--- config.mk ---
export PLATFORM = sky130hd
export DESIGN_NAME = uart_wb_sequencer
export DESIGN_NICKNAME = d
export VERILOG_FILES = /design/src/rtl/uart_wb_sequencer.sv
export SDC_FILE = /design/constraint.sdc
export NUM_CORES = 1
export LEC_CHECK = 0
export BUFFER_PORTS_ARGS = -buffer_cell sky130_fd_sc_hd__buf_2
export CORE_MARGIN = 4
export CORE_UTILIZATION = 50
export CTS_CLUSTER_DIAMETER = 120
export DETAILED_ROUTE_END_ITERATION = 6
export GPL_TIMING_DRIVEN = 0
export PLACE_DENSITY = 0.74
export SYNTH_ARGS = -nofsm -noshare
export SYNTH_HDL_FRONTEND = slang
export SYNTH_SLANG_ARGS = --single-unit
--- constraint.sdc ---
create_clock -name clk -period 3.77 [get_ports clk]
set_input_delay 0.377 -clock clk [delete_from_list [all_inputs] [get_ports clk]]
set_output_delay 0.377 -clock clk [all_outputs]
set_load 0.05 [all_outputs]
--- src/rtl/uart_wb_sequencer.sv ---
// Wishbone master that configures a 16550-style UART, then arbitrates
// between sending pending TX bytes and draining received bytes on interrupt.
module uart_wb_sequencer #(
  parameter int         ACK_TIMEOUT = 255,
  parameter logic [7:0] FCR_VALUE   = 8'hC7,
  parameter logic [7:0] IER_VALUE   = 8'h01
) (
  input  logic        clk,
  input  logic        wb_rst_i,
  input  logic        cfg_start,
  input  logic [7:0]  cfg_lcr,
  input  logic [15:0] cfg_divisor,
  output logic        cfg_done,
  output logic        err,
  input  logic        tx_valid,
  input  logic [7:0]  tx_data,
  output logic        tx_ready,
  output logic        rx_valid,
  output logic [7:0]  rx_data,
  output logic [2:0]  wb_addr_o,
  output logic [7:0]  wb_dat_o,
  output logic [3:0]  wb_sel_o,
  output logic        wb_we_o,
  output logic        wb_stb_o,
  output logic        wb_cyc_o,
  input  logic [7:0]  wb_dat_i,
  input  logic        wb_ack_i,
  input  logic        int_i
);

  // Counter only needs to reach ACK_TIMEOUT-1: the abort fires on that
  // cycle when no ack is present.
  localparam int TW = (ACK_TIMEOUT < 2) ? 1 : $clog2(ACK_TIMEOUT);
  localparam logic [TW-1:0] TMO_LAST = TW'(ACK_TIMEOUT - 1);

  localparam logic [2:0] ADDR_RBR_THR = 3'd0;
  localparam logic [2:0] ADDR_IER_DLM = 3'd1;
  localparam logic [2:0] ADDR_IIR_FCR = 3'd2;
  localparam logic [2:0] ADDR_LCR     = 3'd3;
  localparam logic [2:0] ADDR_LSR     = 3'd5;

  typedef enum logic [2:0] {
    UNCFG, CFG, READY, TX_LSR, TX_THR, RX_IIR, RX_RBR, ERR
  } state_t;

  state_t          state_reg, state_next;
  logic [2:0]      step_reg, step_next;
  logic [7:0]      lcr_reg, lcr_next;
  logic [15:0]     div_reg, div_next;
  logic            pend_valid_reg, pend_valid_next;
  logic [7:0]      pend_data_reg, pend_data_next;
  logic            rr_rx_reg, rr_rx_next;      // 1: RX wins the next tie
  logic            err_reg, err_next;
  logic            rx_valid_reg, rx_valid_next;
  logic [7:0]      rx_data_reg, rx_data_next;
  logic            bus_reg, bus_next;          // drives both cyc and stb
  logic            we_reg, we_next;
  logic [2:0]      addr_reg, addr_next;
  logic [7:0]      dat_reg, dat_next;
  logic [TW-1:0]   tmo_reg, tmo_next;

  logic            xfer_we;
  logic [2:0]      xfer_addr;
  logic [7:0]      xfer_dat;

  assign cfg_done  = (state_reg == READY)  || (state_reg == TX_LSR) ||
                     (state_reg == TX_THR) || (state_reg == RX_IIR) ||
                     (state_reg == RX_RBR);
  assign tx_ready  = cfg_done && !pend_valid_reg;
  assign err       = err_reg;
  assign rx_valid  = rx_valid_reg;
  assign rx_data   = rx_data_reg;
  assign wb_cyc_o  = bus_reg;
  assign wb_stb_o  = bus_reg;
  assign wb_we_o   = we_reg;
  assign wb_addr_o = addr_reg;
  assign wb_dat_o  = dat_reg;
  assign wb_sel_o  = 4'b0001;

  // Describe the bus transfer that the current state wants to issue.
  always_comb begin
    xfer_we   = 1'b0;
    xfer_addr = 3'd0;
    xfer_dat  = 8'h00;
    case (state_reg)
      CFG: begin
        xfer_we = 1'b1;
        case (step_reg)
          3'd0:    begin xfer_addr = ADDR_LCR;     xfer_dat = lcr_reg | 8'h80; end
          3'd1:    begin xfer_addr = ADDR_RBR_THR; xfer_dat = div_reg[7:0];    end
          3'd2:    begin xfer_addr = ADDR_IER_DLM; xfer_dat = div_reg[15:8];   end
          3'd3:    begin xfer_addr = ADDR_LCR;     xfer_dat = lcr_reg & 8'h7F; end
          3'd4:    begin xfer_addr = ADDR_IIR_FCR; xfer_dat = FCR_VALUE;       end
          default: begin xfer_addr = ADDR_IER_DLM; xfer_dat = IER_VALUE;       end
        endcase
      end
      TX_LSR: xfer_addr = ADDR_LSR;
      TX_THR: begin
        xfer_we   = 1'b1;
        xfer_addr = ADDR_RBR_THR;
        xfer_dat  = pend_data_reg;
      end
      RX_IIR: xfer_addr = ADDR_IIR_FCR;
      RX_RBR: xfer_addr = ADDR_RBR_THR;
      default: ;
    endcase
  end

  // Next-state, arbitration and bus-cycle control.
  always_comb begin
    state_next      = state_reg;
    step_next       = step_reg;
    lcr_next        = lcr_reg;
    div_next        = div_reg;
    pend_valid_next = pend_valid_reg;
    pend_data_next  = pend_data_reg;
    rr_rx_next      = rr_rx_reg;
    err_next        = err_reg;
    rx_valid_next   = 1'b0;
    rx_data_next    = rx_data_reg;
    bus_next        = bus_reg;
    we_next         = we_reg;
    addr_next       = addr_reg;
    dat_next        = dat_reg;
    tmo_next        = tmo_reg;

    if (tx_valid && tx_ready) begin
      pend_valid_next = 1'b1;
      pend_data_next  = tx_data;
    end

    case (state_reg)
      UNCFG, ERR, READY: begin
        if (cfg_start) begin
          state_next = CFG;
          step_next  = 3'd0;
          lcr_next   = cfg_lcr;
          div_next   = cfg_divisor;
          err_next   = 1'b0;
        end else if (state_reg == READY) begin
          if (pend_valid_reg && (!int_i || !rr_rx_reg)) begin
            state_next = TX_LSR;
            rr_rx_next = 1'b1;
          end else if (int_i) begin
            state_next = RX_IIR;
            rr_rx_next = 1'b0;
          end
        end
      end
      default: begin
        // Bus is always idle on entry and for one cycle after each ack,
        // which provides the mandatory gap between transfers.
        if (!bus_reg) begin
          bus_next  = 1'b1;
          we_next   = xfer_we;
          addr_next = xfer_addr;
          dat_next  = xfer_dat;
          tmo_next  = '0;
        end else if (wb_ack_i) begin
          bus_next = 1'b0;
          case (state_reg)
            CFG: begin
              if (step_reg == 3'd5) state_next = READY;
              else                  step_next  = step_reg + 3'd1;
            end
            TX_LSR: begin
              if (wb_dat_i[5]) begin
                state_next = TX_THR;
              end else begin
                state_next = READY;
                rr_rx_next = 1'b1;
              end
            end
            TX_THR: begin
              pend_valid_next = 1'b0;
              state_next      = READY;
            end
            RX_IIR: begin
              if (wb_dat_i[3:0] == 4'b0100 || wb_dat_i[3:0] == 4'b1100)
                state_next = RX_RBR;
              else
                state_next = READY;
            end
            RX_RBR: begin
              rx_valid_next = 1'b1;
              rx_data_next  = wb_dat_i;
              state_next    = READY;
            end
            default: ;
          endcase
        end else if (tmo_reg == TMO_LAST) begin
          bus_next   = 1'b0;
          err_next   = 1'b1;
          state_next = ERR;
        end else begin
          tmo_next = tmo_reg + TW'(1);
        end
      end
    endcase
  end

  // State and output registers; reset aborts any bus cycle immediately.
  always_ff @(posedge clk or posedge wb_rst_i) begin
    if (wb_rst_i) begin
      state_reg      <= UNCFG;
      step_reg       <= 3'd0;
      lcr_reg        <= 8'h00;
      div_reg        <= 16'h0000;
      pend_valid_reg <= 1'b0;
      pend_data_reg  <= 8'h00;
      rr_rx_reg      <= 1'b1;
      err_reg        <= 1'b0;
      rx_valid_reg   <= 1'b0;
      rx_data_reg    <= 8'h00;
      bus_reg        <= 1'b0;
      we_reg         <= 1'b0;
      addr_reg       <= 3'd0;
      dat_reg        <= 8'h00;
      tmo_reg        <= '0;
    end else begin
      state_reg      <= state_next;
      step_reg       <= step_next;
      lcr_reg        <= lcr_next;
      div_reg        <= div_next;
      pend_valid_reg <= pend_valid_next;
      pend_data_reg  <= pend_data_next;
      rr_rx_reg      <= rr_rx_next;
      err_reg        <= err_next;
      rx_valid_reg   <= rx_valid_next;
      rx_data_reg    <= rx_data_next;
      bus_reg        <= bus_next;
      we_reg         <= we_next;
      addr_reg       <= addr_next;
      dat_reg        <= dat_next;
      tmo_reg        <= tmo_next;
    end
  end

endmodule

==> results of run 1 <==
-- worst max-delay path: cells and delay by family, from the launching register on --
| family | cells | cell delay [ns] |
|---|---|---|
| fa+ha+maj | 1 | 0.14 |
| simple gates | 2 | 0.24 |
| flops | 1 | 0.42 |
| compound gates | 3 | 0.58 |
| buf+inv | 3 | 0.78 |
-- cell usage after synthesis (4+ instances only) --
library cell,instances,area [µm²]
o2bb2ai_1,4,35.0
and2_1,5,31.3
mux2_4,12,180
nand4_1,5,31.3
a21oi_1,16,80.1
mux2_2,19,214
nand3_1,5,25.0
ha_1,9,113
nor2_1,29,109
clkbuf_1,5,18.8
inv_1,13,48.8
dfrtp_1,69,1730
buf_6,4,45.0
buf_2,4,20.0
a22oi_1,13,97.6
nand2_1,11,41.3
buf_4,5,37.5
o21ai_0,17,85.1
mux2_1,10,113
xor2_1,4,35.0
-- cell type report --
| type | instances | area share, % |
|---|---|---|
| Buffer | 19 | 2.95 |
| Clock buffer | 11 | 3.57 |
| Clock inverter | 5 | 2.48 |
| Inverter | 13 | 1.21 |
| Multi-Input combinational cell | 207 | 37.4 |
| Sequential cell | 70 | 41.3 |
| Tap cell | 96 | 2.83 |
| Timing Repair Buffer | 70 | 8.25 |
-- cell families (layout without fill, tap and decap cells) --
family                   after synthesis  count (layout)
AND/OR/NAND/NOR                       78              78
adder cells (fa/ha/maj)                9               9
AO/OA/AOI/OAI                         69              69
flip-flops                            70              70
buffers and inverters                 32             118
XOR/XNOR                               5               5
other                                  2               4
multiplexers                          42              42
-- metrics by stage --
stage               utilization (%)  instances
floorplan                         -        309
global placement               58.7        475
detailed placement             58.7        475
CTS                            62.5        491
global route                   62.5        491
finish                         62.5        491
-- how the worst max path moves through the flow --
stage	depth (start not counted)	startpoint	slack, ns	endpoint
6_report	9	step_reg[1]	1.52	wb_dat_o[7]
5_1_grt	9	step_reg[0]	1.19	wb_dat_o[7]
4_1_cts	9	step_reg[0]	1.52	wb_dat_o[7]
3_5_place_dp	9	step_reg[0]	1.54	wb_dat_o[7]
3_3_place_gp	2	wb_rst_i	0.77	rx_data[1]
2_1_floorplan	7	state_reg[2]	1.26	pend_data_reg[0]
-- layer usage --
metal / track usage (%) / share of wire [%]
met2: 31.7 / 50
met5: 0 / 0
met1: 23.7 / 44
met3: 3.77 / 4.9
met4: 7.43 / 1.5
-- power by group --
part | switching [µW] | leakage, µW | total (µW) | internal (µW)
Sequential | 227 | 0.000850 | 1330 | 1100
Combinational | 1270 | 0.00102 | 2070 | 793
Clock | 284 | 0.000122 | 760 | 475
==> results.json, run 1 <==
{
  "hold_path_class": "primary input to async pin",
  "dp_hpwl_mm": 5.49,
  "synthSimpleGateAreaFrac_pct": 12.7,
  "timing.final.ws_setup_ns": 1.52,
  "finClkSkew_ns": 0.00597,
  "postLayoutCellArea_um2": 4250,
  "ios": 76,
  "synth_cell_types": 56,
  "grt_overflow": 0,
  "ant_nets": 0,
  "finalSetupViolations": 0,
  "wire_per_inst_um": 15.4,
  "p_leak_uw": 0.00199,
  "rsz0062_at_grt": "no",
  "synth.avg_cell_area_um2": 11.4,
  "endpoint_kind": "register",
  "dpl_cell_area_um2": 3990,
  "hold-worst-slack_ns": 0.208,
  "largest_register_ffs": 16,
  "cts.sink_count": 70,
  "multiInputGateArea_um2": 1590,
  "relSlewSlack_pct": 43.7,
  "die_w_um": 91.8,
  "path_cells": "inv_1 > ha_1 > clkbuf_1 > nor2_1 > o21ai_0 > and2_1 > clkbuf_1 > o21ai_0 > a31oi_1",
  "start_kind": "register",
  "chipHeight_um": 91.8,
  "synthXorXnorAreaFrac_pct": 1.25,
  "first_pass_iters": 4,
  "ys.flop_type": "dfrtp_1",
  "power_density_nw_per_um2": 979,
  "antenna_found_initial": 0,
  "layout-drive-gt1-share_pct": 36.7,
  "fin_crit_sh_pct": 59.6,
  "drt_iter0_drc": 117,
  "wl_mm": 7.55,
  "cp_data_required_time_ns": 4.04,
  "reg2reg_to": "wb_dat_o[7]",
  "max_stage_delay_ns": 0.42,
  "grt_pass1_vias": 2701,
  "r2r_start": "step_reg[1]",
  "syn_to_final_growth_pct": 21.0,
  "cts_resized": 0,
  "maxSlewViolCount": 0,
  "port_buffers": 70,
  "ys.warnings.count": 0,
  "viasPerCell": 5.36,
  "final_cell_mix": "buf_2, dfrtp_1, nor2_1, mux2_2, o21ai_0",
  "crit_fanout": 10,
  "grt_max_degree": 71,
  "dieArea_um2": 8420,
  "path_clk_slew_ns": 0.07,
  "holdBufCountCts": 0,
  "irDropWorstVdd_uv": 522,
  "ff2ff_setup_slack_ns": 1.52,
  "critPathKind": "register to register",
  "ys_seq_area_share_pct": 50.0,
  "nFillCells": 562,
  "finalHoldViolCount": 0,
  "worstPathArrival_ns": 2.52,
  "synthMuxAreaShare_pct": 14.7,
  "fmax_mhz": 445,
  "final_nets": 445,
  "synth-adder-area-share_pct": 3.21,
  "grt_pass1_wl_mm": 12.6,
  "num_rows": 30,
  "core_um2": 6790,
  "synth_cells": 307,
  "cts_buffers": 9,
  "worst_r2r_path_depth": 9,
  "drc": 0,
  "regArea_um2": 1750,
  "cts-htree-levels": 3,
  "synth-compound-area-share_pct": 13.0,
  "grt_usage_pct": 18.8,
  "power_uw": 4150,
  "cts_setup_buffers": 0,
  "syn_area_um2": 3510,
  "period_minus_slack_ns": 2.25,
  "n_antenna_cell": 0,
  "gp_congestion": 0.793,
  "final_common_cell": "buf_2",
  "cts_tree": "yes",
  "clockRootBuffer": "clkbuf_8",
  "tns_ns": 0,
  "synth_edf_count": 0,
  "dr_total_vias": 2632,
  "pre_cts_slack_ns": 1.54,
  "ys_ff_latch": 70,
  "cts_buffer_depth": 2,
  "initial_core_util_pct": 51.6,
  "worst_path_max_delay_cell": "dfrtp_1",
  "clk_latency_ns": 0.35,
  "status": "finished, final reports clean",
  "cap_violations": 0,
  "synth_top_family_by_area": "multiplexers",
  "synth_async_sr_flop_share_pct": 100,
  "worst_slew_pin_slew_ns": 0.845
}
Power figures use the tool's default switching activity.
==> run 2, diff against run 1 <==
clock period = 2.3 ns   (was 3.77 ns; I/O delays follow)
==> results.json, run 2 (same netlist as run 1, synthesis figures left out) <==
{
  "final_nets": 443,
  "hold_path_class": "primary input to async pin",
  "clk_latency_ns": 0.35,
  "start_kind": "register",
  "endpoint_kind": "register",
  "rsz0062_at_grt": "no",
  "cap_violations": 0,
  "chipHeight_um": 91.8,
  "cts_tree": "yes",
  "port_buffers": 70,
  "finClkSkew_ns": 0.00878,
  "drc": 0,
  "wl_mm": 7.75,
  "critPathKind": "register to register",
  "crit_fanout": 9,
  "cts.sink_count": 70,
  "viasPerCell": 5.43,
  "dieArea_um2": 8420,
  "irDropWorstVdd_uv": 952,
  "fin_crit_sh_pct": 89.2,
  "worstPathArrival_ns": 2.32,
  "cts-htree-levels": 3,
  "initial_core_util_pct": 51.6,
  "final_cell_mix": "buf_2, dfrtp_1, nor2_1, mux2_2, o21ai_0",
  "finalSetupViolations": 0,
  "hold-worst-slack_ns": 0.0513,
  "cp_data_required_time_ns": 2.57,
  "final_common_cell": "buf_2",
  "cts_buffer_depth": 2,
  "status": "finished, final reports clean",
  "antenna_found_initial": 0,
  "clockRootBuffer": "clkbuf_8",
  "gp_congestion": 0.812,
  "n_antenna_cell": 0,
  "nFillCells": 588,
  "grt_pass1_vias": 2670,
  "cts_buffers": 9,
  "drt_iter0_drc": 130,
  "relSlewSlack_pct": 44.0,
  "maxSlewViolCount": 0,
  "ios": 76,
  "wire_per_inst_um": 15.8,
  "dpl_cell_area_um2": 3990,
  "timing.final.ws_setup_ns": 0.249,
  "postLayoutCellArea_um2": 4210,
  "p_leak_uw": 0.00197,
  "pre_cts_slack_ns": 0.0888,
  "grt_usage_pct": 19.2,
  "power_density_nw_per_um2": 1590,
  "worst_slew_pin_slew_ns": 0.839,
  "fmax_mhz": 488,
  "final_util_pct": 62.0,
  "path_clk_slew_ns": 0.07,
  "period_minus_slack_ns": 2.05,
  "finalHoldViolCount": 0,
  "die_w_um": 91.8,
  "grt_overflow": 0,
  "first_pass_iters": 4,
  "fin_cells": 489,
  "dr_total_vias": 2657,
  "grt_pass1_wl_mm": 12.9,
  "layout-drive-gt1-share_pct": 37.7,
  "core_um2": 6790,
  "cts_setup_buffers": 0,
  "num_rows": 30,
  "syn_to_final_growth_pct": 20.1,
  "grt_max_degree": 71,
  "dp_hpwl_mm": 5.48,
  "place_inst": 475,
  "largest_register_ffs": 16,
  "ant_nets": 0
}
[run 2: what timing repair did]
item	CTS	global route
hold buffers	0	0
endpoints found under the hold margin	0	0
setup endpoints to repair	0	7
gates resized for setup	0	2
[run 2: layout make-up]
cell class                 instances  area [µm²]  share of cell area, %
sequential                        70        1750                   41.6
multi-input combinational        207        1600                   37.9
timing repair buffer              70         350                   8.32
clock buffer                      10         138                   3.27
tap                               96         120                   2.85
buffer                            17         118                   2.79
clock inverter                     6        85.1                   2.02
inverter                          13        51.3                   1.22
[run 2: through the flow]
| stage | total power [µW] | setup TNS, ns |
|---|---|---|
| after floorplan | 4820 | 0 |
| after global placement | 5510 | -34.90 |
| after detailed placement | 5620 | 0 |
| after CTS | 6730 | 0 |
| after global routing | 7130 | 0 |
| final | 6710 | 0 |
[run 2: metal layers]
metal  share of wire (%)  GRT usage, %
met1                  44          24.5
met2                  49          31.6
met3                 5.4          4.92
met4                 1.8          7.05
met5                   0             0
[run 2: final timing paths]
check                           startpoint  cells past startpoint  slack, ns               end
hold / removal                    wb_rst_i                      2       0.05        tmo_reg[2]
min in group clk           cfg_divisor[14]                      2       0.09       div_reg[14]
hold reg to reg                div_reg[14]                      1       0.50       div_reg[14]
setup reg to reg               step_reg[0]                      8       0.25       wb_dat_o[7]
setup / recovery               step_reg[0]                      8       0.25       wb_dat_o[7]
max in group asynchronous         wb_rst_i                      2       1.70  pend_data_reg[0]
[run 2: worst max-delay path: stages, from the launching register on]
cell      delay (ns)
dfrtp_1         0.44
inv_1           0.13
ha_2            0.31
nor2_1          0.07
o21ai_0         0.23
and2_1          0.16
clkbuf_1        0.28
o21ai_0         0.18
a31oi_1         0.18
[run 2: where the power goes]
group	switching, µW	leakage, µW	internal, µW
combinational	2110	0.00101	1310
sequential	383	0.000850	1810
clock	469	0.000108	636
